--- config.mk ---
export PLATFORM = sky130hd
export DESIGN_NAME = hsv_arbiter
export DESIGN_NICKNAME = d
export VERILOG_FILES = /design/src/rtl/hsv_arbiter.sv
export SDC_FILE = /design/constraint.sdc
export NUM_CORES = 1
export LEC_CHECK = 0
export ABC_AREA = 1
export ABC_CLOCK_PERIOD_IN_PS = 2500
export CAP_MARGIN = 20
export CORE_AREA = 8 8 63 119
export DETAILED_ROUTE_END_ITERATION = 16
export DIE_AREA = 0 0 71 127
export PLACE_DENSITY = 0.86
export SLEW_MARGIN = 20
export SYNTH_ARGS = -nofsm -noshare
export SYNTH_HDL_FRONTEND = slang
export SYNTH_SLANG_ARGS = --single-unit
--- constraint.sdc ---
create_clock -name clk_i -period 2.5 [get_ports clk_i]
set_clock_uncertainty 0.2 [all_clocks]
set_input_delay 0.25 -clock clk_i [delete_from_list [all_inputs] [get_ports clk_i]]
set_output_delay 0.25 -clock clk_i [all_outputs]
set_load 0.1 [all_outputs]
--- src/rtl/hsv_arbiter.sv ---
// Two-channel round-robin front end for a shared, in-order hsv unit.
// Issued channel IDs are queued so each result returns to its requester.
module hsv_arbiter #(
   parameter int width_p      = 8,
   parameter int width_grad_p = 8,
   parameter int depth_log2_p = 3
) (
   input  logic                    clk_i,
   input  logic                    reset_i,
   input  logic                    req0_valid_i,
   input  logic [width_p-1:0]      req0_mag_i,
   input  logic [width_grad_p-1:0] req0_gx_i,
   input  logic [width_grad_p-1:0] req0_gy_i,
   output logic                    req0_ready_o,
   input  logic                    req1_valid_i,
   input  logic [width_p-1:0]      req1_mag_i,
   input  logic [width_grad_p-1:0] req1_gx_i,
   input  logic [width_grad_p-1:0] req1_gy_i,
   output logic                    req1_ready_o,
   output logic                    hsv_valid_o,
   output logic [width_p-1:0]      hsv_mag_o,
   output logic [width_grad_p-1:0] hsv_gx_o,
   output logic [width_grad_p-1:0] hsv_gy_o,
   input  logic                    hsv_ready_i,
   input  logic                    res_valid_i,
   input  logic [width_p-1:0]      res_h_i,
   input  logic [width_p-1:0]      res_v_i,
   output logic                    res_ready_o,
   output logic                    out0_valid_o,
   output logic [width_p-1:0]      out0_h_o,
   output logic [width_p-1:0]      out0_v_o,
   input  logic                    out0_ready_i,
   output logic                    out1_valid_o,
   output logic [width_p-1:0]      out1_h_o,
   output logic [width_p-1:0]      out1_v_o,
   input  logic                    out1_ready_i
);

   localparam int depth_lp = 1 << depth_log2_p;
   localparam logic [depth_log2_p:0] full_c = {1'b1, {depth_log2_p{1'b0}}};

   logic                    last_q, last_d;
   logic                    lock_q, lock_d;
   logic                    lid_q, lid_d;
   logic                    blk_q;
   logic [depth_log2_p-1:0] wptr_q, wptr_d;
   logic [depth_log2_p-1:0] rptr_q, rptr_d;
   logic [depth_log2_p:0]   cnt_q, cnt_d;
   logic [depth_lp-1:0]     tag_q;

   logic gate, full, grant, vg, fire, pop, nempty, head;

   // Outputs are held quiet during reset and for one cycle after it.
   assign gate   = reset_i | blk_q;
   assign full   = (cnt_q == full_c);
   assign nempty = (cnt_q != '0);
   assign head   = tag_q[rptr_q];

   always_comb begin
      grant = req1_valid_i;
      if (lock_q) begin
         grant = lid_q;
      end else if (req0_valid_i && req1_valid_i) begin
         grant = ~last_q;
      end
   end

   assign vg           = grant ? req1_valid_i : req0_valid_i;
   assign hsv_valid_o  = vg & ~full & ~gate;
   assign hsv_mag_o    = grant ? req1_mag_i : req0_mag_i;
   assign hsv_gx_o     = grant ? req1_gx_i : req0_gx_i;
   assign hsv_gy_o     = grant ? req1_gy_i : req0_gy_i;
   assign req0_ready_o = ~grant & hsv_ready_i & ~full & ~gate;
   assign req1_ready_o = grant & hsv_ready_i & ~full & ~gate;
   assign fire         = hsv_valid_o & hsv_ready_i;

   assign res_ready_o  = nempty & ~gate &
                         (head ? out1_ready_i : out0_ready_i);
   assign out0_valid_o = res_valid_i & nempty & ~head & ~gate;
   assign out1_valid_o = res_valid_i & nempty & head & ~gate;
   assign out0_h_o     = res_h_i;
   assign out0_v_o     = res_v_i;
   assign out1_h_o     = res_h_i;
   assign out1_v_o     = res_v_i;
   assign pop          = res_valid_i & res_ready_o;

   always_comb begin
      last_d = last_q;
      wptr_d = wptr_q;
      rptr_d = rptr_q;
      cnt_d  = cnt_q;
      lock_d = hsv_valid_o & ~hsv_ready_i;
      lid_d  = lock_d ? grant : lid_q;
      if (fire) begin
         last_d = grant;
         wptr_d = wptr_q + 1'b1;
      end
      if (pop) begin
         rptr_d = rptr_q + 1'b1;
      end
      if (fire && !pop) begin
         cnt_d = cnt_q + 1'b1;
      end else if (pop && !fire) begin
         cnt_d = cnt_q - 1'b1;
      end
   end

   always_ff @(posedge clk_i) begin
      blk_q <= reset_i;
      if (reset_i) begin
         last_q <= 1'b1;
         lock_q <= 1'b0;
         lid_q  <= 1'b0;
         wptr_q <= '0;
         rptr_q <= '0;
         cnt_q  <= '0;
         tag_q  <= '0;
      end else begin
         last_q <= last_d;
         lock_q <= lock_d;
         lid_q  <= lid_d;
         wptr_q <= wptr_d;
         rptr_q <= rptr_d;
         cnt_q  <= cnt_d;
         if (fire) begin
            tag_q[wptr_q] <= grant;
         end
      end
   end

endmodule

==> flow_metrics.tcl, run 1 <==
set metrics [dict create \
    cts.path.max_buffers 2 \
    clkLatencyLatePin_ns 0.25 \
    crit_buf_inv 2 \
    io_pins 134 \
    dp_worst_setup_slack_ns -0.3415 \
    cpMostUsedCell "nand2_2" \
    min-delay-path-class "in2reg" \
    slew_headroom_pct 82.42 \
    multi_input_area_mm2 0.001082 \
    arrival_ns 2.36 \
    buffer_cell_driving_the_clock_tree_root "clkbuf_16" \
    final.min_clock_period_ns 2.412 \
    total_drc_errors_in_the_routed_layout 0 \
    gr-usage-all-layers_pct 12.56 \
    post_synth_and_or_nand_nor_area_fraction_pct 40.54 \
    totalWireLength_mm 5.812 \
    place_hpwl_mm 4.598 \
    worst_slack_ns 0.08845 \
    num-nets-final 448 \
    first_pass_grt_wire_length_mm 9.377 \
    gr-total-overflow 0 \
    grt_max_degree 36 \
    route.vias.total 2041 \
    setup_viol 0 \
    cts.clk_slew.worst_paths_ns 0.06 \
    antenna_found_initial 0 \
    antenna_cells 0 \
    detail-route-antenna-nets 0 \
    vias_per_cell 4.725 \
    netlist.top_cell.by_area "nand2_1" \
    final_core_utilization_pct 53.56 \
    place.gp.congestion 0.7996 \
    min_delay_startpoint "reset_i" \
    std_cell_rows 40 \
    synth-compound-area-share_pct 7.024 \
    outcome "finished, final reports clean" \
    critical_path_start_type "flop" \
    drv.max_cap_violation_count 0 \
    swShare_pct 38.57 \
    post-synth-top-area-fraction_pct 25.45 \
    total_leakage_power_nw 1.444 \
    synth-seq-cells 22 \
    cp-end-kind "flop" \
    tritoncts.num_buffers 3 \
    fill_cells 492 \
    yosys.area_share.xor_xnor_pct 1.460 \
    port-buffer-count 85 \
    core-area_mm2 0.005906 \
    crit_family "simple AND/OR/NAND/NOR gates" \
    synth_cells 297 \
    crit_path_max_fanout 4 \
    critical-path-max-stage-delay_ns 0.36 \
    mappedNetlistArea_mm2 0.001799 \
    share_of_final_layout_standard_cells_stronger_than_drive_strength_1_pct 25.75 \
    die_h_um 127 \
    slowest_stage "dfxtp_4" \
    die_area_mm2 0.009017 \
    synth_top_family_by_area "simple AND/OR/NAND/NOR gates" \
    timing_max_transition_violations_final 0 \
    synth_ff_type "dfxtp_1" \
    rsz0062_at_grt "yes" \
    net-switching-power_uw 616.9 \
    cts_tree "built" \
    synthesis.area_per_instance_um2 6.058 \
    register_area_um2 445.4 \
    routedWlPerCell_um 13.45 \
    synth_adder_area_share_pct 4.590 \
    internal-power_uw 982.5 \
    synth.top_cells.by_area "nand2_1 25%, dfxtp_1 24%, buf_4 13%, inv_1 6.1%, nand3_1 5.0%" \
    clock_sinks 22 \
    crit-reg2reg-launch "rptr_q[0]" \
    areal_power_density_over_the_cells_mw_per_mm2 505.7 \
    netlist-cell-type-count 26 \
    r2r_slack_ns 0.09 \
    area_growth_pct 75.80 \
    p_clk_share_pct 28.0 \
    power_frac_seq_pct 23.0 \
    asyncSetResetFlopFracSynth_pct 0 \
    synth-edff-count 0 \
    synth.yosys.warnings 0 \
    irDropWorstVdd_uv 365.0 \
    floorplan.initialDensity_pct 30.47 \
    die_x_um 71 \
    worst_hold_depth 2 \
    rr_worst_depth 18 \
    worstPathCellList "buf_6 > nand2_2 > nand3_2 > nand3_2 > nand2_2 > nand2_4 > nand3_4 > ha_4 > inv_4 > ha_4 > nand2_2 > nand2_2 > a21oi_2 > nor2_1 > nor2_1 > nand2_1 > o21ai_1 > a21oi_1" \
    min_delay_worst_endpoint "blk_q" \
    combPwrFrac_pct 49.0 \
    rr_endpoint "cnt_q[3]" \
    synth_seq_area_share_pct 24.48 \
    syn-num-nets 375 \
    detailedRoute.firstIterationViolations 58 \
    final_min_period_over_clock_period_pct 96.46 \
    htree_levels 1 \
    detailedRoute.firstPassIterationCount 4 \
    synth.mux.area_fraction_pct 0 \
    timing.setup.critical_path_class "reg2reg" \
    via_count_of_the_first_global_routing_pass 2142 \
    worst-slew-pin-transition_ns 0.2634 \
    required_ns 2.45 \
    cts.hold.buffers_added 0 \
    final-hold-violation-count 0 \
    timing.fmax_ghz 0.4147 \
]
-- worst max-delay path by stage --
stage,startpoint,to,slack [ns],cells past startpoint
after global routing,rptr_q[0],cnt_q[3],-0.08,18
after detailed placement,req0_valid_i,cnt_q[3],-0.34,18
after floorplan,cnt_q[0],cnt_q[3],0.01,18
after CTS,rptr_q[0],cnt_q[3],0.01,18
after global placement,req0_valid_i,cnt_q[3],-0.23,18
final,rptr_q[0],cnt_q[3],0.09,18
-- cell usage after synthesis (all sizes together) (3+ instances only) --
cell type and instances:
nand2 124, buf 34, inv 30, nor2 25, dfxtp 22, nand3 20
a21oi 17, o21ai 6, clkbuf 5, ha 5, xor2 3
-- flip-flops by register name, indices dropped and copies added, names as in the netlist --
signal and cells:
lid_q 1, last_q 1, lock_q 1, blk_q 1, wptr_q 3, tag_q 8, cnt_q 4, rptr_q 3
-- repair_timing --
item                                   in CTS  in global routing
pin swaps                                   0                 20
endpoints found under the hold margin       0                  0
setup endpoints to repair                   9                 14
gates cloned                                0                  0
resized for setup                           8                 29
buffers inserted                            0                  2
-- metal layers --
metal	up-vias	wire (um)	share of wire, %	GRT usage (%)
li1	1027	-	-	-
met1	899	2071	36	12.59
met2	99	2875	49	20.67
met3	16	735	13	7.759
met4	0	130	2.2	4.326
met5	-	0	0	0
-- cell usage in the layout, fill, tap and decap left out, drive strengths merged, types with 2 or more instances in the layout --
| cell | netlist | final |
|---|---|---|
| a21oi | 17 | 17 |
| clkdlybuf4s50 | 0 | 52 |
| o21ai | 6 | 6 |
| buf | 34 | 52 |
| clkbuf | 5 | 3 |
| ha | 5 | 5 |
| nand2 | 124 | 124 |
| nand3 | 20 | 20 |
| nor2 | 25 | 25 |
| dlymetal6s2s | 0 | 2 |
| inv | 30 | 30 |
| xor2 | 3 | 3 |
| dfxtp | 22 | 22 |
-- logic make-up after synthesis --
logic type / after synthesis
DFF: 22
xor gates and xnor gates: 3
buffers and inverters: 70
and+or+nand+nor: 172
AOI/OAI and AO/OA: 24
adders and majority gates: 6
-- layout make-up --
cell class	instances	area share, %
clock buffer	3	2.373
clock inverter	1	0.9494
inverter	31	3.916
multi-input combinational	205	34.22
sequential	22	14.08
tap	63	2.492
timing repair buffer	107	41.97
-- power groups by stage --
stage | combinational (mW) | sequential (mW) | clock [mW]
2_1_floorplan | 0.666 | 0.376 | 0
3_3_place_gp | 0.757 | 0.375 | 0
3_5_place_dp | 0.765 | 0.375 | 0
4_1_cts | 0.770 | 0.368 | 0.453
5_1_grt | 0.823 | 0.370 | 0.472
6_report | 0.783 | 0.368 | 0.448
-- through the flow --
stage / std cells / setup TNS, ns / area, um2 / hold slack [ns] / total power [mW]
after CTS: 430 / 0 / 3033 / 0.2607 / 1.591
after global placement: 426 / -0.4503 / 2915 / 0.2478 / 1.132
final: 432 / 0 / 3163 / 0.2193 / 1.599
after detailed placement: 426 / -0.8843 / 2915 / 0.2514 / 1.140
after global routing: 432 / -0.08031 / 3163 / 0.2236 / 1.665
after floorplan: 297 / 0 / 1810 / 0.07772 / 1.042
No activity file was read; power rests on OpenSTA's default activity.
==> run 2, diff against run 1 <==
--- a/config.mk
+++ b/config.mk
@@ -11,6 +11,7 @@
 export CORE_AREA = 8 8 63 119
 export DETAILED_ROUTE_END_ITERATION = 16
 export DIE_AREA = 0 0 71 127
+export MAX_ROUTING_LAYER = met4
 export PLACE_DENSITY = 0.86
 export SLEW_MARGIN = 20
 export SYNTH_ARGS = -nofsm -noshare
==> run 2 against run 1 <==
Power hardly changed. Critical path type unchanged. Via count stayed put. Non-clock buffer count stayed put. Wire length hardly changed. Worst hold slack better by 0.0018 ns. Critical path depth stayed put. Design area stayed put. First-iteration DRC count is 16% higher.
==> flow_metrics.tcl, run 2 (synthesis results as in run 1) <==
set metrics [dict create \
    outcome "finished, final reports clean" \
    cts.clk_slew.worst_paths_ns 0.06 \
    cts.path.max_buffers 2 \
    totalNegativeSetupSlack_ns 0 \
    via_count_of_the_first_global_routing_pass 2161 \
    num-nets-final 448 \
    reg.largest.list "tag_q (8), cnt_q (4)" \
    fin_total_pwr_mw 1.601 \
    die_h_um 127 \
    place_hpwl_mm 4.598 \
    layout.cells.most_common_list "113 x nand2_1, 52 x clkdlybuf4s50_1, 30 x buf_12" \
    r2r_slack_ns 0.09 \
    timing.setup.critical_path_class "reg2reg" \
    buffer_cell_driving_the_clock_tree_root "clkbuf_16" \
    cts_tree "built" \
    dp_worst_setup_slack_ns -0.3415 \
    irDropWorstVdd_uv 365.2 \
    area_growth_pct 75.80 \
    worst_hold_depth 2 \
    min_delay_startpoint "reset_i" \
    total_leakage_power_nw 1.444 \
    slowest_stage "dfxtp_4" \
    vias_per_cell 4.725 \
    total_drc_errors_in_the_routed_layout 0 \
    min_delay_worst_endpoint "blk_q" \
    port-buffer-count 85 \
    std_cell_rows 40 \
    route.vias.total 2041 \
    largest-register "tag_q" \
    antenna_cells 0 \
    core-area_mm2 0.005906 \
    htree_levels 1 \
    drv.max_cap_violation_count 0 \
    required_ns 2.45 \
    arrival_ns 2.36 \
    detailedRoute.firstIterationViolations 67 \
    dpl-instance-area_mm2 0.002915 \
    rr_endpoint "cnt_q[3]" \
    cpMostUsedCell "nand2_2" \
    routedWlPerCell_um 13.45 \
    slew_headroom_pct 82.43 \
    areal_power_density_over_the_cells_mw_per_mm2 506.1 \
    min-delay-path-class "in2reg" \
    timing_max_transition_violations_final 0 \
    final.min_clock_period_ns 2.411 \
    final_min_period_over_clock_period_pct 96.44 \
    timing.fmax_ghz 0.4148 \
    fin_hold_ws_ns 0.2212 \
    layout_commonest_cell "nand2_1" \
    cp-startpoint "rptr_q[0]" \
    fill_cells 492 \
    place.gp.congestion 0.8110 \
    critical-path-max-stage-delay_ns 0.36 \
    final-hold-violation-count 0 \
    gr-usage-all-layers_pct 12.88 \
    gr-total-overflow 0 \
    detailedRoute.firstPassIterationCount 4 \
    rr_worst_depth 18 \
    critical_path_start_type "flop" \
    io_pins 134 \
    rsz0062_at_grt "yes" \
    share_of_final_layout_standard_cells_stronger_than_drive_strength_1_pct 25.75 \
    antenna_found_initial 0 \
    totalWireLength_mm 5.810 \
    clock_sinks 22 \
    worst_slack_ns 0.08896 \
    crit_path_max_fanout 4 \
    crit-reg2reg-launch "rptr_q[0]" \
    floorplan.initialDensity_pct 30.47 \
    grt_max_degree 36 \
    clkLatencyLatePin_ns 0.25 \
    detail-route-antenna-nets 0 \
    die_area_mm2 0.009017 \
    first_pass_grt_wire_length_mm 9.294 \
    largest_register_ffs 8 \
    setup_viol 0 \
    worst-slew-pin-transition_ns 0.2633 \
    tritoncts.num_buffers 3 \
    cp-end-kind "flop" \
    die_x_um 71 \
    worstPathCellList "buf_6 > nand2_2 > nand3_2 > nand3_2 > nand2_2 > nand2_4 > nand3_4 > ha_4 > inv_4 > ha_4 > nand2_2 > nand2_2 > a21oi_2 > nor2_1 > nor2_1 > nand2_1 > o21ai_1 > a21oi_1" \
    final_cell_area_mm2 0.003163 \
]
## run 2: cell counts in the layout (fill, tap and decap cells not counted)
No cell type changed its count.
## run 2: worst max path at each step
| stage | endpoint | slack, ns | cells past startpoint |
|---|---|---|---|
| 6_report | cnt_q[3] | 0.09 | 18 |
| 5_1_grt | cnt_q[3] | -0.08 | 18 |
| 4_1_cts | cnt_q[3] | 0.01 | 18 |
| 3_5_place_dp | cnt_q[3] | -0.34 | 18 |
| 3_3_place_gp | cnt_q[3] | -0.23 | 18 |
| 2_1_floorplan | cnt_q[3] | 0.01 | 18 |
## run 2: worst max-delay path, delay by kind of cell (launching register included)
kind	cells	cell delay, ns
simple gates	11	0.85
fa+ha+maj	2	0.37
flops	1	0.36
compound gates	3	0.32
buf+inv	2	0.19
## run 2: power breakdown
group	switching, mW	leakage (nW)	internal [mW]
combinational	0.478	1.21	0.304
clock	0.132	0.0511	0.318
sequential	0.00824	0.180	0.360
total	0.618	1.44	0.983
## run 2: per-stage QoR
step	std cells	utilization [%]
finish	432	53.56
global route	432	53.56
CTS	430	51.36
detailed placement	426	49.36
global placement	426	49.36
floorplan	297	-
## run 2: layout make-up
type | count | area [um2] | area share (%)
Clock buffer | 3 | 75.07 | 2.373
Timing Repair Buffer | 107 | 1328 | 41.97
Sequential cell | 22 | 445.4 | 14.08
Inverter | 31 | 123.9 | 3.916
Clock inverter | 1 | 30.03 | 0.9494
Multi-Input combinational cell | 205 | 1082 | 34.22
Tap cell | 63 | 78.83 | 2.492
## run 2: layer usage
metal | track usage, % | wire, um
met5 | - | 0
met4 | 4.326 | 135
met3 | 4.781 | 480
met2 | 20.62 | 2855
met1 | 14.35 | 2339
## run 2: repair_timing
item	CTS	global route
hold endpoints to repair	0	0
resized for setup	8	29
setup buffers	0	2
pin swaps	0	20
hold buffers	0	0
endpoints found under the setup margin	9	13
